## config.mk

```make
export PLATFORM = sky130hd
export DESIGN_NAME = icache_direct
export DESIGN_NICKNAME = d
export VERILOG_FILES = /design/src/rtl/icache_direct.sv
export SDC_FILE = /design/constraint.sdc
export NUM_CORES = 1
export LEC_CHECK = 0
export ABC_CLOCK_PERIOD_IN_PS = 8500
export BUFFER_PORTS_ARGS = -buffer_cell sky130_fd_sc_hd__buf_2
export CELL_PAD_IN_SITES_DETAIL_PLACEMENT = 1
export CELL_PAD_IN_SITES_GLOBAL_PLACEMENT = 2
export CORE_ASPECT_RATIO = 1.25
export CORE_MARGIN = 5
export CORE_UTILIZATION = 47
export CTS_BUF_LIST = sky130_fd_sc_hd__clkbuf_16
export CTS_CLUSTER_DIAMETER = 100
export DETAILED_ROUTE_END_ITERATION = 16
export PLACE_DENSITY = 0.76
export REMOVE_ABC_BUFFERS = 1
export SYNTH_ARGS = -nofsm -noshare
export SYNTH_HDL_FRONTEND = slang
export SYNTH_SLANG_ARGS = --single-unit
```

## constraint.sdc

```tcl
create_clock -name CLK -period 8.5 [get_ports CLK]
set_input_delay 1.7 -clock CLK [delete_from_list [all_inputs] [get_ports CLK]]
set_output_delay 1.7 -clock CLK [all_outputs]
set_load 0.03 [all_outputs]
```

## src/rtl/icache_direct.sv

```systemverilog
// -----------------------------------------------------------------------------
// icache_direct
//   Direct-mapped, read-only instruction cache, one 32-bit word per frame.
//   A hit is answered combinationally in the same cycle; a miss launches a
//   single-word fill from memory and keeps ihit low until the frame is valid.
//   Hit cycles and misses (fills started) are counted for performance debug.
//
// Ports
//   CLK       in   1   clock, all state updates on the rising edge
//   RST       in   1   synchronous, active-high reset
//   imemREN   in   1   datapath instruction read request
//   imemaddr  in  32   datapath fetch address (byte address, word aligned)
//   imemload  out 32   instruction word, valid only when ihit = 1
//   ihit      out  1   fetch satisfied this cycle
//   iREN      out  1   memory read request
//   iaddr     out 32   memory read address
//   iload     in  32   memory read data, valid when iwait = 0 and iREN = 1
//   iwait     in   1   memory busy, 0 means iload is valid this cycle
//   hit_cnt   out 32   count of hit cycles
//   miss_cnt  out 32   count of misses (fills started)
// -----------------------------------------------------------------------------
module icache_direct #(
    parameter int NSETS = 16,
    parameter int IDX_W = $clog2(NSETS)
) (
    input  logic        CLK,
    input  logic        RST,
    input  logic        imemREN,
    input  logic [31:0] imemaddr,
    output logic [31:0] imemload,
    output logic        ihit,
    output logic        iREN,
    output logic [31:0] iaddr,
    input  logic [31:0] iload,
    input  logic        iwait,
    output logic [31:0] hit_cnt,
    output logic [31:0] miss_cnt
);

    localparam int TAG_W = 32 - IDX_W - 2;

    typedef enum logic [0:0] {
        IDLE  = 1'b0,
        FETCH = 1'b1
    } state_t;

    // Frame index field of a byte address.
    function automatic logic [IDX_W-1:0] addr_idx(input logic [31:0] addr);
        return addr[IDX_W+1:2];
    endfunction

    // Tag field of a byte address.
    function automatic logic [TAG_W-1:0] addr_tag(input logic [31:0] addr);
        return addr[31:IDX_W+2];
    endfunction

    state_t             state_r;
    state_t             state_next_s;
    logic [31:0]        miss_addr_r;
    logic [31:0]        hit_cnt_r;
    logic [31:0]        miss_cnt_r;

    logic [NSETS-1:0]   valid_r;
    logic [TAG_W-1:0]   tag_r  [NSETS];
    logic [31:0]        data_r [NSETS];

    logic [IDX_W-1:0]   lookup_idx_s;
    logic [TAG_W-1:0]   lookup_tag_s;
    logic [IDX_W-1:0]   fill_idx_s;
    logic               tag_match_s;
    logic               hit_s;
    logic               miss_s;
    logic               fill_s;

    assign lookup_idx_s = addr_idx(imemaddr);
    assign lookup_tag_s = addr_tag(imemaddr);
    assign fill_idx_s   = addr_idx(miss_addr_r);
    assign tag_match_s  = valid_r[lookup_idx_s] && (tag_r[lookup_idx_s] == lookup_tag_s);

    assign hit_cnt  = hit_cnt_r;
    assign miss_cnt = miss_cnt_r;

    // Next-state logic and datapath/memory-side outputs.
    always_comb begin
        state_next_s = state_r;
        hit_s        = 1'b0;
        miss_s       = 1'b0;
        fill_s       = 1'b0;
        ihit         = 1'b0;
        imemload     = 32'h0000_0000;
        iREN         = 1'b0;
        iaddr        = 32'h0000_0000;
        case (state_r)
            IDLE: begin
                if (imemREN && tag_match_s) begin
                    hit_s    = 1'b1;
                    ihit     = 1'b1;
                    imemload = data_r[lookup_idx_s];
                end else if (imemREN) begin
                    miss_s       = 1'b1;
                    state_next_s = FETCH;
                end else begin
                    state_next_s = IDLE;
                end
            end
            FETCH: begin
                // Fill targets the latched miss address only, so the
                // datapath may move its fetch address without harm.
                iREN  = 1'b1;
                iaddr = miss_addr_r;
                if (!iwait) begin
                    fill_s       = 1'b1;
                    state_next_s = IDLE;
                end else begin
                    state_next_s = FETCH;
                end
            end
            default: begin
                state_next_s = IDLE;
            end
        endcase
    end

    // Control state, latched miss address, valid bits and counters.
    always_ff @(posedge CLK) begin
        if (RST) begin
            state_r     <= IDLE;
            miss_addr_r <= 32'h0000_0000;
            hit_cnt_r   <= 32'h0000_0000;
            miss_cnt_r  <= 32'h0000_0000;
            valid_r     <= {NSETS{1'b0}};
        end else begin
            state_r <= state_next_s;
            if (hit_s) begin
                hit_cnt_r <= hit_cnt_r + 32'd1;
            end
            if (miss_s) begin
                miss_addr_r <= imemaddr;
                miss_cnt_r  <= miss_cnt_r + 32'd1;
            end
            if (fill_s) begin
                valid_r[fill_idx_s] <= 1'b1;
            end
        end
    end

    // Tag and data arrays; contents are meaningless while the valid bit is 0,
    // so they carry no reset.
    always_ff @(posedge CLK) begin
        if (fill_s) begin
            tag_r[fill_idx_s]  <= addr_tag(miss_addr_r);
            data_r[fill_idx_s] <= iload;
        end
    end

endmodule

```

==> results_dict.tcl <==
set metrics [dict create \
    clockRootBuffer "clkbuf_16" \
    finalSetupTns_ns 0 \
    cts.reportedPaths.clkPinSlew_ns 0.06 \
    worstPathArrival_ns 6.25 \
    viasPerCell 5.90 \
    cts_tree "built" \
    critical_path_class "in -> out" \
    ys_seq_elements 1041 \
    die_y_um 342 \
    grt_pass1_vias 23500 \
    synth_common_cells "edfxtp_1 (928), mux4_2 (246), nor2_1 (127), dfxtp_1 (113), mux2i_1 (108)" \
    cp-start-kind "input pin" \
    crit_top_cell "mux2i_1" \
    cp-end-kind "primary output" \
    final_max_slew_viol_count 0 \
    grt_antenna_before_repair 12 \
    areaGrowthSynthToFinish_pct 14.0 \
    drive_gt1_frac 0.283 \
    hold_class "reg -> reg" \
    place_congestion 0.790 \
    max_freq_mhz 126 \
    grt_pass1_wl_mm 157 \
    peakVddDrop_uv 243 \
    die_x_um 276 \
    worst-path-buf-inv 4 \
    port_buffers 197 \
    synthFlopType "edfxtp_1" \
    fin_skew_ns 0.0233 \
    drc 0 \
    worst_slew_pin_slew_ns 1.25 \
    synth_edf_count 928 \
    finalSetupViolations 0 \
    synth_cells 2202 \
    synthArstFlopShare 0 \
    postCtsSetupBuffers 0 \
    dp.final_hpwl_mm 61.0 \
    drt_wl_total_mm 107 \
    htreeDepth 3 \
    crit_chain "buf_8, buf_12, mux2i_1, xnor2_1, mux2i_1, a2111oi_0, a31oi_1, or4_1, or4_2, buf_4, nor2b_1, buf_2" \
    insertion_delay_ns 0.69 \
    vias 21800 \
    drtIter0Drc 1764 \
    cts_made_buffers 103 \
    yosys_warnings 0 \
    synth_area_per_cell_um2 18.8 \
    clockBufferDepth 3 \
    p_leak_nw 16.0 \
    cp.required_ns 6.80 \
    yosys.area.top_type "edfxtp_1" \
    synth-seq-area-share 0.727 \
    grt_overflow 0 \
    clock-sinks 1041 \
    num_rows 121 \
    final_util 0.541 \
    layout_min_cycle_time_ns 7.95 \
    cts_resized 0 \
    yosysUniqueCellTypes 67 \
    cap_violations 0 \
    critPathMaxStageDelay_ns 0.77 \
    slowest_stage "a2111oi_0" \
    min_period_over_period 0.936 \
    cts_hold_buf 0 \
    drtAntennaViolNets 0 \
    hold_viol 0 \
    grt_max_degree 102 \
    power_density_mw_per_mm2 225 \
    p_total_mw 10.6 \
    die_area_mm2 0.0943 \
    wl_per_cell_um 28.9 \
    initial_core_util 0.474 \
    slew_headroom 0.157 \
    critPathTopFamily "simple AND/OR/NAND/NOR gates" \
    grt_usage 0.227 \
    synth_area_leaders "edfxtp_1 (67%), mux4_2 (13%), dfxtp_1 (5.5%)" \
    io_pins 198 \
    first_pass_iters 4 \
    rsz0062_at_grt "no" \
    yosysMostFrequentCell "edfxtp_1" \
    syn_area_mm2 0.0414 \
    outcome "finished clean" \
    worstPathMaxFanout 38 \
    yosysTopAreaCellShare 0.672 \
    core_mm2 0.0874 \
    fin_nets 2508 \
]
per-stage QoR:
| stage | hold WS, ns | worst slack [ns] | instances | instance area [um2] |
|---|---|---|---|---|
| after floorplan | 0.435 | 0.314 | 2082 | 40800 |
| after global placement | 0.444 | 0.544 | 3501 | 43900 |
| after detailed placement | 0.463 | 0.399 | 3501 | 43900 |
| after CTS | 0.477 | 0.389 | 3691 | 47200 |
| after global routing | 0.504 | 0.271 | 3691 | 47200 |
| final | 0.473 | 0.547 | 3693 | 47200 |
kinds of logic (layout without fill, tap and decap cells):
group / after synthesis / count (layout) / share of synthesized area
AOI/OAI and AO/OA: 163 / 163 / 0.0264
xor gates and xnor gates: 35 / 35 / 0.00740
adders and majority gates: 2 / 2 / 0.000604
buffers and inverters: 146 / 467 / 0.0168
DFF: 1041 / 1041 / 0.727
muxes: 377 / 377 / 0.166
other: 0 / 2 / 0
and+or+nand+nor: 438 / 438 / 0.0557
cell usage in the layout (no fill, tap or decap), drive strengths merged, types with 52 or more instances in the layout:
| cell | n |
|---|---|
| edfxtp | 928 |
| buf | 251 |
| mux4 | 246 |
| nor2 | 127 |
| dfxtp | 113 |
| mux2i | 108 |
| clkbuf | 103 |
| nand2 | 62 |
| nor2b | 55 |
| clkinv | 52 |
worst reg2reg max path: stages, from the launching register on:
cell and delay [ns]:
edfxtp_1 0.37, mux4_2 0.46, nor2b_1 0.14, a21oi_1 0.18, xnor2_1 0.16, o41ai_1 0.67, nor4b_1 1.06, nand3_1 0.86
nor4_1 0.51, mux2_2 0.37
per-layer routing:
metal	track usage	up-vias	part of all wire	wire length [um]
li1	-	9372	-	-
met1	0.300	11600	0.40	43300
met3	0.0387	143	0.058	6250
met4	0.0612	10	0.023	2510
met5	0	-	0.00065	69
met2	0.393	655	0.51	54800
cell type report:
type,instances,area [um2]
antenna,2,5.00
clock buffer,103,2580
clock inverter,87,743
fill,7889,40100
inverter,26,100
multi-input combinational,1015,10800
sequential,1041,30100
tap,1168,1460
timing repair buffer,251,1460
power breakdown:
part	switching, mW	leakage (nW)	total (mW)	internal [mW]
combinational	0.305	4.80	0.517	0.212
clock	1.96	1.67	4.46	2.50
sequential	0.0454	9.56	5.65	5.60
total	2.31	16.0	10.6	8.31
state kept, by name (all words and copies together) (netlist names):
signal	cells
tag_r	416
miss_cnt	32
valid_r	16
data_r	512
hit_cnt	32
miss_addr_r	32
state_r	1
path summary, 6_finish.rpt:
path                           start                       end  slack (ns)  cells after the start
max                      imemaddr[4]               imemload[5]        0.55                     12
min          valid_r[3]$_SDFFE_PP0P_   valid_r[3]$_SDFFE_PP0P_        0.47                      2
max reg2reg   tag_r[8][16]$_DFFE_PP_  hit_cnt[31]$_SDFFE_PP0P_        3.61                      9
min reg2reg  valid_r[3]$_SDFFE_PP0P_   valid_r[3]$_SDFFE_PP0P_        0.47                      2
Note: power is estimated with default switching activity, not from simulation.
